`src/rtl/w_burst_writer_if.sv`:
```
// Command, W-FIFO, memory-write and B-response signals of w_burst_writer.
// The slave modport is the writer's view; master is the surrounding system.
interface w_burst_writer_if #(
   parameter int DATA_WIDTH = 32,
   parameter int ADDR_WIDTH = 32
);
   localparam int STRB_WIDTH = DATA_WIDTH / 8;

   logic                  cmd_valid;
   logic                  cmd_ready;
   logic [ADDR_WIDTH-1:0] cmd_addr;
   logic [7:0]            cmd_len;
   logic [1:0]            cmd_burst;

   logic                  fifo_empty;
   logic                  fifo_r_en;
   logic [DATA_WIDTH-1:0] fifo_WDATA;
   logic [STRB_WIDTH-1:0] fifo_WSTRB;
   logic                  fifo_WLAST;

   logic                  mem_we;
   logic [ADDR_WIDTH-1:0] mem_addr;
   logic [DATA_WIDTH-1:0] mem_wdata;
   logic [STRB_WIDTH-1:0] mem_be;

   logic                  BVALID;
   logic                  BREADY;
   logic [1:0]            BRESP;

   modport slave (
      input  cmd_valid, cmd_addr, cmd_len, cmd_burst,
      input  fifo_empty, fifo_WDATA, fifo_WSTRB, fifo_WLAST,
      input  BREADY,
      output cmd_ready, fifo_r_en,
      output mem_we, mem_addr, mem_wdata, mem_be,
      output BVALID, BRESP
   );

   modport master (
      output cmd_valid, cmd_addr, cmd_len, cmd_burst,
      output fifo_empty, fifo_WDATA, fifo_WSTRB, fifo_WLAST,
      output BREADY,
      input  cmd_ready, fifo_r_en,
      input  mem_we, mem_addr, mem_wdata, mem_be,
      input  BVALID, BRESP
   );
endinterface

```
`src/rtl/w_burst_writer.sv`:
```
// Pops one AXI write burst from a W FIFO into a word-wide memory port,
// generating FIXED/INCR/WRAP addresses and a B response with error status.
module w_burst_writer #(
   parameter int DATA_WIDTH = 32,
   parameter int ADDR_WIDTH = 32
) (
   input logic             W_wr_clk,
   input logic             W_wr_rst,
   w_burst_writer_if.slave bus
);
   localparam int STRB_WIDTH = DATA_WIDTH / 8;
   localparam int OFF_BITS   = $clog2(STRB_WIDTH);
   localparam logic [ADDR_WIDTH-1:0] OFF_MASK  = ADDR_WIDTH'(STRB_WIDTH - 1);
   localparam logic [ADDR_WIDTH-1:0] ADDR_STEP = ADDR_WIDTH'(STRB_WIDTH);

   typedef enum logic [1:0] {
      IDLE = 2'd0,
      DATA = 2'd1,
      RESP = 2'd2
   } state_t;

   state_t                state_reg, state_next;
   logic [ADDR_WIDTH-1:0] addr_reg, addr_next;
   logic [7:0]            len_reg;
   logic [1:0]            burst_reg;
   logic [8:0]            pops_reg;
   logic [8:0]            beats_reg;
   logic                  err_reg;
   logic                  bad_cmd_reg;
   logic                  rd_pending_reg;

   logic [8:0]            beats_total;
   logic                  cmd_accept;
   logic                  cmd_bad;
   logic                  r_en;
   logic                  consume;
   logic                  last_beat;
   logic                  write_en;
   logic [ADDR_WIDTH-1:0] wrap_mask;
   logic [ADDR_WIDTH-1:0] step_addr;

   always_comb begin
      beats_total = {1'b0, len_reg} + 9'd1;
      cmd_accept  = (state_reg == IDLE) && bus.cmd_valid;
      // Reserved burst type, or a WRAP length that is not 2/4/8/16 beats
      cmd_bad     = (bus.cmd_burst == 2'b11) ||
                    ((bus.cmd_burst == 2'b10) &&
                     !((bus.cmd_len == 8'd1) || (bus.cmd_len == 8'd3) ||
                       (bus.cmd_len == 8'd7) || (bus.cmd_len == 8'd15)));
      r_en        = (state_reg == DATA) && !bus.fifo_empty && (pops_reg < beats_total);
      consume     = rd_pending_reg && (state_reg == DATA);
      last_beat   = consume && (beats_reg == {1'b0, len_reg});
      write_en    = consume && !bad_cmd_reg;
   end

   // WRAP keeps the bits above the (len+1)*STRB_WIDTH window and wraps below it
   always_comb begin
      wrap_mask = (ADDR_WIDTH'(len_reg) << OFF_BITS) | OFF_MASK;
      step_addr = addr_reg + ADDR_STEP;
      case (burst_reg)
         2'b00:   addr_next = addr_reg;
         2'b10:   addr_next = (addr_reg & ~wrap_mask) | (step_addr & wrap_mask);
         default: addr_next = step_addr;
      endcase
   end

   always_comb begin
      state_next = state_reg;
      case (state_reg)
         IDLE:    if (bus.cmd_valid) state_next = DATA;
         DATA:    if (last_beat)     state_next = RESP;
         RESP:    if (bus.BREADY)    state_next = IDLE;
         default: state_next = IDLE;
      endcase
   end

   always_ff @(posedge W_wr_clk) begin
      if (W_wr_rst) begin
         state_reg      <= IDLE;
         addr_reg       <= '0;
         len_reg        <= '0;
         burst_reg      <= '0;
         pops_reg       <= '0;
         beats_reg      <= '0;
         err_reg        <= 1'b0;
         bad_cmd_reg    <= 1'b0;
         rd_pending_reg <= 1'b0;
      end else begin
         state_reg      <= state_next;
         rd_pending_reg <= r_en;
         if (cmd_accept) begin
            addr_reg    <= bus.cmd_addr & ~OFF_MASK;
            len_reg     <= bus.cmd_len;
            burst_reg   <= bus.cmd_burst;
            pops_reg    <= '0;
            beats_reg   <= '0;
            err_reg     <= cmd_bad;
            bad_cmd_reg <= cmd_bad;
         end else begin
            if (r_en) begin
               pops_reg <= pops_reg + 9'd1;
            end
            if (consume) begin
               beats_reg <= beats_reg + 9'd1;
               addr_reg  <= addr_next;
               if (bus.fifo_WLAST != (beats_reg == {1'b0, len_reg})) begin
                  err_reg <= 1'b1;
               end
            end
         end
      end
   end

   // Outputs are gated by reset so they read zero during the reset cycle itself
   assign bus.cmd_ready = (state_reg == IDLE) && !W_wr_rst;
   assign bus.fifo_r_en = r_en && !W_wr_rst;
   assign bus.mem_we    = write_en && !W_wr_rst;
   assign bus.mem_addr  = W_wr_rst ? '0 : addr_reg;
   assign bus.mem_wdata = (write_en && !W_wr_rst) ? bus.fifo_WDATA : '0;
   assign bus.mem_be    = (write_en && !W_wr_rst) ? bus.fifo_WSTRB : '0;
   assign bus.BVALID    = (state_reg == RESP) && !W_wr_rst;
   assign bus.BRESP     = ((state_reg == RESP) && !W_wr_rst && err_reg) ? 2'b10 : 2'b00;
endmodule

```
`src/flat_wrapper.sv`:
```
// flat-port wrapper written by rule: the top's interface ports become plain ports
module w_burst_writer_flat 
#(
   parameter int DATA_WIDTH = 32,
   parameter int ADDR_WIDTH = 32
)
  (W_wr_clk, W_wr_rst, bus_cmd_valid, bus_cmd_addr, bus_cmd_len, bus_cmd_burst, bus_fifo_empty, bus_fifo_WDATA, bus_fifo_WSTRB, bus_fifo_WLAST, bus_BREADY, bus_cmd_ready, bus_fifo_r_en, bus_mem_we, bus_mem_addr, bus_mem_wdata, bus_mem_be, bus_BVALID, bus_BRESP);
  w_burst_writer_if #(.DATA_WIDTH(DATA_WIDTH), .ADDR_WIDTH(ADDR_WIDTH)) bus_i ();
  input logic W_wr_clk;
  input logic W_wr_rst;
  input wire logic [$bits(bus_i.cmd_valid)-1:0] bus_cmd_valid;
  input wire logic [$bits(bus_i.cmd_addr)-1:0] bus_cmd_addr;
  input wire logic [$bits(bus_i.cmd_len)-1:0] bus_cmd_len;
  input wire logic [$bits(bus_i.cmd_burst)-1:0] bus_cmd_burst;
  input wire logic [$bits(bus_i.fifo_empty)-1:0] bus_fifo_empty;
  input wire logic [$bits(bus_i.fifo_WDATA)-1:0] bus_fifo_WDATA;
  input wire logic [$bits(bus_i.fifo_WSTRB)-1:0] bus_fifo_WSTRB;
  input wire logic [$bits(bus_i.fifo_WLAST)-1:0] bus_fifo_WLAST;
  input wire logic [$bits(bus_i.BREADY)-1:0] bus_BREADY;
  output wire logic [$bits(bus_i.cmd_ready)-1:0] bus_cmd_ready;
  output wire logic [$bits(bus_i.fifo_r_en)-1:0] bus_fifo_r_en;
  output wire logic [$bits(bus_i.mem_we)-1:0] bus_mem_we;
  output wire logic [$bits(bus_i.mem_addr)-1:0] bus_mem_addr;
  output wire logic [$bits(bus_i.mem_wdata)-1:0] bus_mem_wdata;
  output wire logic [$bits(bus_i.mem_be)-1:0] bus_mem_be;
  output wire logic [$bits(bus_i.BVALID)-1:0] bus_BVALID;
  output wire logic [$bits(bus_i.BRESP)-1:0] bus_BRESP;
  assign bus_i.cmd_valid = bus_cmd_valid;
  assign bus_i.cmd_addr = bus_cmd_addr;
  assign bus_i.cmd_len = bus_cmd_len;
  assign bus_i.cmd_burst = bus_cmd_burst;
  assign bus_i.fifo_empty = bus_fifo_empty;
  assign bus_i.fifo_WDATA = bus_fifo_WDATA;
  assign bus_i.fifo_WSTRB = bus_fifo_WSTRB;
  assign bus_i.fifo_WLAST = bus_fifo_WLAST;
  assign bus_i.BREADY = bus_BREADY;
  assign bus_cmd_ready = bus_i.cmd_ready;
  assign bus_fifo_r_en = bus_i.fifo_r_en;
  assign bus_mem_we = bus_i.mem_we;
  assign bus_mem_addr = bus_i.mem_addr;
  assign bus_mem_wdata = bus_i.mem_wdata;
  assign bus_mem_be = bus_i.mem_be;
  assign bus_BVALID = bus_i.BVALID;
  assign bus_BRESP = bus_i.BRESP;
  w_burst_writer #(.DATA_WIDTH(DATA_WIDTH), .ADDR_WIDTH(ADDR_WIDTH)) u_core (.W_wr_clk(W_wr_clk), .W_wr_rst(W_wr_rst), .bus(bus_i));
endmodule
```
`config.mk`:
```
export PLATFORM = sky130hd
export DESIGN_NAME = w_burst_writer_flat
export DESIGN_NICKNAME = d
export VERILOG_FILES = /design/src/rtl/w_burst_writer_if.sv /design/src/rtl/w_burst_writer.sv /design/src/flat_wrapper.sv
export SDC_FILE = /design/constraint.sdc
export NUM_CORES = 1
export LEC_CHECK = 0
export ABC_CLOCK_PERIOD_IN_PS = 3950
export BUFFER_PORTS_ARGS = -buffer_cell sky130_fd_sc_hd__buf_2
export CORE_MARGIN = 2
export CORE_UTILIZATION = 47
export CTS_CLUSTER_DIAMETER = 40
export CTS_CLUSTER_SIZE = 40
export DETAILED_ROUTE_END_ITERATION = 10
export GPL_TIMING_DRIVEN = 0
export PLACE_DENSITY = 0.86
export SLEW_MARGIN = 20
export SYNTH_ARGS = -nofsm -noshare
export SYNTH_HDL_FRONTEND = slang
export SYNTH_SLANG_ARGS = --single-unit
```
`constraint.sdc`:
```
create_clock -name W_wr_clk -period 3.95 [get_ports W_wr_clk]
set_input_delay 0.79 -clock W_wr_clk [delete_from_list [all_inputs] [get_ports W_wr_clk]]
set_output_delay 0.79 -clock W_wr_clk [all_outputs]
set_load 0.01 [all_outputs]
```
After elaboration in Yosys (flattened, before gate mapping)
Index checks and enable logic that the tools add are counted.
Operators by class
  $add $sub $neg: 4
  $mul: 0
  divide/modulo/power cells: 0
  $lt $le $gt $ge: 1
  eq/ne operators: 15
  shift-type cells: 0
  muxes and demuxes: 14
  bitwise gates (word level): 5
  reductions and logical operators: 29
Operator list (count)
  32-bit two-way mux: 4
  32-bit case mux with 2 select lines: 1
  32-bit by 3-bit adder with 32-bit output, second input constant: 1
  32-bit by 10-bit bitwise AND with 32-bit output: 1
  32-bit bitwise AND: 1
  10-bit inverter with 32-bit output: 1
  32-bit OR: 1
  9-bit by 1-bit adder with 9-bit output, second input constant: 2
  1-bit logical AND: 12
  8-bit by 1-bit adder with 9-bit output, second input constant: 1
  9-bit by 8-bit equality test with 1-bit output: 1
  9-bit less-than comparator: 1
  2-bit equality test, second input constant: 4
  8-bit by 1-bit equality test with 1-bit output, second input constant: 1
  8-bit by 2-bit equality test with 1-bit output, second input constant: 1
  8-bit by 3-bit equality test with 1-bit output, second input constant: 1
  8-bit by 4-bit equality test with 1-bit output, second input constant: 1
  2-bit two-way mux: 4
  2-bit case mux with 3 select lines: 1
  2-bit AND reduction: 3
  1-bit zero test: 4
  2-bit zero test: 2
  1-bit logical OR: 4
  4-bit two-way mux: 1
  9 further kinds: 14
Word-level totals
  bits in registers: 65
  latch bits: 0
  RAM bits: 0
  ROM bits: 0
  input bits: 84
  output and inout bits: 74
  word-level logic and storage cells: 78
  memories kept: 0

Longest topological paths before layout
  depth in word-level cells: 8
  gate-level depth with buffers: 11
  mapped depth without buffers: 10

Worst setup path before layout
No wires, ideal clock.
  kind: reg-to-output
  start: register u_core.len_reg[0]
  end: output bus_fifo_r_en
  data arrival time: 2.161 ns
  required time: 3.160 ns
  path slack: 0.999 ns
  cell stages (with the launch flop): 10
  path buffers: 1
  cell sequence: dfxtp_1 > ha_1 > nand3_1 > nor2_1 > nand3_1 > ha_1 > a211oi_1 > nand3_1 > clkbuf_1 > nor3_1
Between the ends
  longest elaborated chain between the ends: 4
Ends and longest elaborated chain
  from (decl): RTL line w_burst_writer.sv:24  | logic [7:0] len_reg;
  from (signal assigned): RTL line w_burst_writer.sv:93  | len_reg <= bus.cmd_len;
  8-bit by 1-bit adder with 9-bit output: RTL line w_burst_writer.sv:43  | beats_total = {1'b0, len_reg} + 9'd1;
  9-bit less-than comparator: RTL line w_burst_writer.sv:50  | r_en = (state_reg == DATA) && !bus.fifo_empty && (pops_reg < beats_total);
  1-bit logical AND: RTL line w_burst_writer.sv:50
  1-bit logical AND: RTL line w_burst_writer.sv:116  | assign bus.fifo_r_en = r_en && !W_wr_rst;
  to (decl): RTL line flat_wrapper.sv:21  | output wire logic [$bits(bus_i.fifo_r_en)-1:0] bus_fifo_r_en;
Every way passes these cells.

Final worst setup path
  start: register u_core.len_reg[3]
  end: output bus_fifo_r_en
The elaborated chain is that of the path after synthesis.

==> metrics.txt <==
# TYPE chip_impl_metric gauge
chip_impl_metric{name="netlist-cell-type-count",unit=""} 55
chip_impl_metric{name="timing_worst_slew_pin_value",unit="ns"} 0.875
chip_impl_metric{name="syn_avg_cell_area",unit="sq um"} 7.45
chip_impl_metric{name="antennaDiodeCount",unit=""} 0
chip_impl_metric{name="worst-endpoint-arrival",unit="ns"} 2.89
chip_impl_info{name="criticalPathCategory",value="register to output port"} 1
chip_impl_metric{name="total_leakage_power",unit="uW"} 0.00231
chip_impl_metric{name="number_of_antenna_violations_at_the_first_check_in_global_routing",unit=""} 0
chip_impl_metric{name="drt_first_iter_violations",unit=""} 363
chip_impl_info{name="main_combinational_cell_family_by_area_after_synthesis",value="simple AND/OR/NAND/NOR gates"} 1
chip_impl_metric{name="share_comb_of_total_power",unit="%"} 18.8
chip_impl_metric{name="cts_num_sinks",unit=""} 63
chip_impl_info{name="setup.worst_path.start_class",value="register"} 1
chip_impl_metric{name="share_of_the_synthesized_area_in_compound_gates_ao_oa_aoi_oai",unit="%"} 19.2
chip_impl_metric{name="first_pass_iters",unit=""} 6
chip_impl_metric{name="dp.final_hpwl",unit="um"} 10700
chip_impl_metric{name="worstHoldPathCells",unit=""} 1
chip_impl_metric{name="grt_pass1_vias",unit=""} 4836
chip_impl_metric{name="yosys.area_share.xor_xnor",unit="%"} 5.37
chip_impl_metric{name="ys_async_sr_fraction",unit="%"} 0
chip_impl_metric{name="routed_wire_length_per_instance",unit="um"} 16.7
chip_impl_metric{name="reg2reg_depth",unit=""} 10
chip_impl_metric{name="drt_drc_violations_left",unit=""} 0
chip_impl_metric{name="fp.dieArea",unit="sq um"} 9800
chip_impl_metric{name="first_pass_grt_wire_length",unit="um"} 22700
chip_impl_info{name="worstHoldStart",value="u_core.bad_cmd_reg$_SDFFE_PP0P_"} 1
chip_impl_metric{name="fin_setup_tns",unit="ns"} 0
chip_impl_metric{name="synth.mux.area_fraction",unit="%"} 1.42
chip_impl_info{name="yosys_most_used_dff",value="sky130_fd_sc_hd__dfxtp_1"} 1
chip_impl_metric{name="floorplan.initialDensity",unit="%"} 48.6
chip_impl_metric{name="clkPwrFrac",unit="%"} 33.9
chip_impl_metric{name="net_switching_component_of_the_power",unit="uW"} 455
chip_impl_metric{name="fin_crit_sh",unit="%"} 93.0
chip_impl_metric{name="ir_worst_vdd",unit="mV"} 0.162
chip_impl_metric{name="clock_insertion_delay_worst_skew",unit="ns"} 0.35
chip_impl_metric{name="synthToLayoutAreaGrowth",unit="%"} 25.1
chip_impl_metric{name="floorplan.rows",unit=""} 34
chip_impl_metric{name="port-buffer-count",unit=""} 151
chip_impl_info{name="hold_path_end",value="u_core.bad_cmd_reg$_SDFFE_PP0P_"} 1
chip_impl_metric{name="vias_per_cell",unit=""} 5.92
chip_impl_metric{name="globalRouteOverflowTotal",unit=""} 0
chip_impl_metric{name="synth_enable_flop_cells",unit=""} 0
chip_impl_metric{name="route.vias.total",unit=""} 4982
chip_impl_metric{name="yosysWarningCount",unit=""} 0
chip_impl_metric{name="setup.reg_to_reg.worst_slack",unit="ns"} 1.04
chip_impl_metric{name="multiInputGateArea",unit="sq um"} 2780
chip_impl_info{name="end_kind",value="output port"} 1
chip_impl_metric{name="yosys.area_share.adder",unit="%"} 3.54
chip_impl_metric{name="cts-root-to-sink-buffers",unit=""} 2
chip_impl_metric{name="fp.coreArea",unit="sq um"} 8720
chip_impl_metric{name="setup_violations",unit=""} 0
chip_impl_metric{name="die_w",unit="um"} 99.0
chip_impl_metric{name="die_height",unit="um"} 99.0
chip_impl_info{name="run_status",value="finished, final reports clean"} 1
chip_impl_metric{name="totalPowerFinal",unit="uW"} 1490
chip_impl_metric{name="drive_gt1_share",unit="%"} 24.7
chip_impl_info{name="reg2reg_to",value="u_core.pops_reg[6]$_SDFFE_PP0P_"} 1
chip_impl_metric{name="internal_power",unit="uW"} 1040
chip_impl_metric{name="fillerInstances",unit=""} 799
chip_impl_metric{name="gp_congestion",unit=""} 0.996
chip_impl_metric{name="finalHoldWorstSlack",unit="ns"} 0.486
chip_impl_info{name="grt_setup_unrepaired",value="no"} 1
chip_impl_metric{name="slew_headroom",unit="%"} 41.1
chip_impl_info{name="hold_class",value="register to register"} 1
chip_impl_metric{name="share_seq_of_total_power",unit="%"} 47.3
chip_impl_metric{name="drt.antenna.violating_nets",unit=""} 0
chip_impl_metric{name="swShare",unit="%"} 30.5
chip_impl_metric{name="cts_made_buffers",unit=""} 9
chip_impl_metric{name="io_pins",unit=""} 158
chip_impl_metric{name="worstPathMaxFanout",unit=""} 10
chip_impl_metric{name="maximum_number_of_pins_on_one_net_before_global_route_repair",unit=""} 11
chip_impl_metric{name="max_cap_violations",unit=""} 0
chip_impl_metric{name="powerDensity",unit="nW/um^2"} 281
chip_impl_metric{name="post_synth_instance_area",unit="sq um"} 4240
chip_impl_info{name="reg2reg_from",value="u_core.len_reg[3]$_SDFFE_PP0P_"} 1
chip_impl_metric{name="portion_of_the_post_synthesis_area_used_by_sequential_elements",unit="%"} 29.8
chip_impl_metric{name="postRouteWirelength",unit="um"} 14000
chip_impl_metric{name="final-hold-violation-count",unit=""} 0
chip_impl_metric{name="layout.nets",unit=""} 827
chip_impl_info{name="cts.root.buffer_cell",value="sky130_fd_sc_hd__clkbuf_8"} 1
chip_impl_metric{name="post_synth_and_or_nand_nor_area_fraction",unit="%"} 35.6
chip_impl_metric{name="post_synth_inst_count",unit=""} 569
chip_impl_info{name="cts_tree",value="done"} 1
chip_impl_metric{name="clkSlewWorstSetupHoldPaths",unit="ns"} 0.06
chip_impl_metric{name="grt_usage",unit="%"} 28.5
chip_impl_metric{name="timing.fmax",unit="MHz"} 272
chip_impl_metric{name="worst-endpoint-required",unit="ns"} 3.16
chip_impl_metric{name="h-tree-depth",unit=""} 3
chip_impl_metric{name="sequential_cell_area",unit="sq um"} 1260
chip_impl_metric{name="ys_seq_elements",unit=""} 63
chip_impl_metric{name="worst_clock_skew",unit="ns"} 0.0166
chip_impl_metric{name="finalMaxSlewViolations",unit=""} 0
chip_impl_metric{name="final_period_minus_worst_setup_slack",unit="ns"} 3.68
==> cell usage in the layout (no fill, tap or decap), types with 3 or more instances in the layout <==
master,count
sky130_fd_sc_hd__mux2i_1,6
sky130_fd_sc_hd__inv_1,10
sky130_fd_sc_hd__a21oi_1,29
sky130_fd_sc_hd__a22oi_1,7
sky130_fd_sc_hd__a32oi_1,5
sky130_fd_sc_hd__nor3_1,11
sky130_fd_sc_hd__nor3b_1,4
sky130_fd_sc_hd__nor2_1,44
sky130_fd_sc_hd__xnor2_1,14
sky130_fd_sc_hd__or3_1,9
sky130_fd_sc_hd__o31ai_1,3
sky130_fd_sc_hd__a221oi_1,3
sky130_fd_sc_hd__clkbuf_8,11
sky130_fd_sc_hd__nand4b_1,7
sky130_fd_sc_hd__buf_2,153
sky130_fd_sc_hd__nand2b_1,6
sky130_fd_sc_hd__and3_1,7
sky130_fd_sc_hd__ha_1,12
sky130_fd_sc_hd__nor2b_1,26
sky130_fd_sc_hd__clkbuf_1,37
sky130_fd_sc_hd__conb_1,3
sky130_fd_sc_hd__or4_1,4
sky130_fd_sc_hd__a211oi_1,5
sky130_fd_sc_hd__o211ai_1,8
sky130_fd_sc_hd__a31o_2,4
sky130_fd_sc_hd__buf_4,3
sky130_fd_sc_hd__a21o_1,3
sky130_fd_sc_hd__nand2_1,73
sky130_fd_sc_hd__nand3_1,19
sky130_fd_sc_hd__nor4_1,5
sky130_fd_sc_hd__and4_1,4
sky130_fd_sc_hd__and2_1,40
sky130_fd_sc_hd__nand4_1,14
sky130_fd_sc_hd__a31oi_1,14
sky130_fd_sc_hd__dfxtp_1,62
sky130_fd_sc_hd__xor2_1,12
sky130_fd_sc_hd__o21ai_0,31
==> cell type report <==
cell class              count  share of cell area, %
well taps                 108                   2.55
plain buffers              41                   3.16
clock inverters             1                 0.0944
repair buffers            151                   14.3
clock buffers              13                   3.00
inverters                  10                  0.708
flip-flops and latches     63                   23.8
multi-input cells         455                   52.4
==> power groups by stage <==
| stage | clock network [uW] | logic [uW] | registers [uW] |
|---|---|---|---|
| 2_1_floorplan | 0 | 172 | 704 |
| 5_1_grt | 531 | 310 | 709 |
| 3_5_place_dp | 0 | 278 | 715 |
| 3_3_place_gp | 0 | 269 | 713 |
| 6_report | 504 | 281 | 705 |
| 4_1_cts | 501 | 279 | 701 |
==> through the flow <==
step | cell area, sq um | setup slack, ns | util [%] | std cells
2_1_floorplan | 4250 | 0.999 | - | 571
3_3_place_gp | 5140 | 0.644 | 58.9 | 830
3_5_place_dp | 5140 | 0.575 | 58.9 | 830
4_1_cts | 5300 | 0.199 | 60.8 | 844
5_1_grt | 5300 | 0.0268 | 60.8 | 842
6_report | 5300 | 0.275 | 60.8 | 842
==> synthesized netlist by cell type, types with 11 or more instances <==
library cell                n  area share (%)
sky130_fd_sc_hd__xor2_1    12             2.5
sky130_fd_sc_hd__a31oi_1   14             2.1
sky130_fd_sc_hd__nand4_1   14             2.1
sky130_fd_sc_hd__clkbuf_1  37             3.3
sky130_fd_sc_hd__nor2_1    44             3.9
sky130_fd_sc_hd__xnor2_1   14             2.9
sky130_fd_sc_hd__a21oi_1   29             3.4
sky130_fd_sc_hd__and2_1    40             5.9
sky130_fd_sc_hd__o21ai_0   31             3.7
sky130_fd_sc_hd__nor3_1    11             1.3
sky130_fd_sc_hd__nand2_1   73             6.5
sky130_fd_sc_hd__nor2b_1   26             3.8
sky130_fd_sc_hd__ha_1      12             3.5
sky130_fd_sc_hd__dfxtp_1   63              30
sky130_fd_sc_hd__nand3_1   19             2.2
==> how the worst max path moves through the flow <==
stage | from | end | slack (ns)
floorplan | u_core.len_reg[0]$_SDFFE_PP0P_ | bus_fifo_r_en | 1.0
global placement | u_core.len_reg[2]$_SDFFE_PP0P_ | bus_fifo_r_en | 0.64
detailed placement | u_core.len_reg[0]$_SDFFE_PP0P_ | bus_fifo_r_en | 0.57
CTS | u_core.len_reg[0]$_SDFFE_PP0P_ | bus_fifo_r_en | 0.20
global route | u_core.len_reg[1]$_SDFFE_PP0P_ | bus_fifo_r_en | 0.03
finish | u_core.len_reg[3]$_SDFFE_PP0P_ | bus_fifo_r_en | 0.27
==> cells by family after synthesis <==
| kind of cell | Yosys count |
|---|---|
| simple gates | 282 |
| flops | 63 |
| mux | 6 |
| fa+ha+maj | 12 |
| xor+xnor | 26 |
| other cells | 1 |
| buf+inv | 53 |
| compound gates | 126 |
==> per-layer routing <==
layer / vias up / wire [um] / track usage (%)
met5: - / 0 / 0
met3: 36 / 1370 / 5.53
met4: 0 / 392 / 11.3
met1: 2306 / 5420 / 34.8
met2: 291 / 6850 / 49.4
li1: 2349 / - / -
==> repair_timing <==
item	CTS	global route
endpoints found under the setup margin	0	1
buffers inserted	0	0
gates resized for setup	0	1
hold buffers	0	0
==> critical path: stages (launching register included) <==
cell and delay [ns]:
sky130_fd_sc_hd__dfxtp_1 0.31, sky130_fd_sc_hd__clkbuf_1 0.35, sky130_fd_sc_hd__nand3_1 0.20, sky130_fd_sc_hd__nor2_1 0.21
sky130_fd_sc_hd__nand3_1 0.11, sky130_fd_sc_hd__ha_1 0.34, sky130_fd_sc_hd__a211oi_1 0.28, sky130_fd_sc_hd__nand3_1 0.16
sky130_fd_sc_hd__clkbuf_1 0.22, sky130_fd_sc_hd__nor3_1 0.20, sky130_fd_sc_hd__buf_2 0.16
Power figures use the tool's default switching activity.
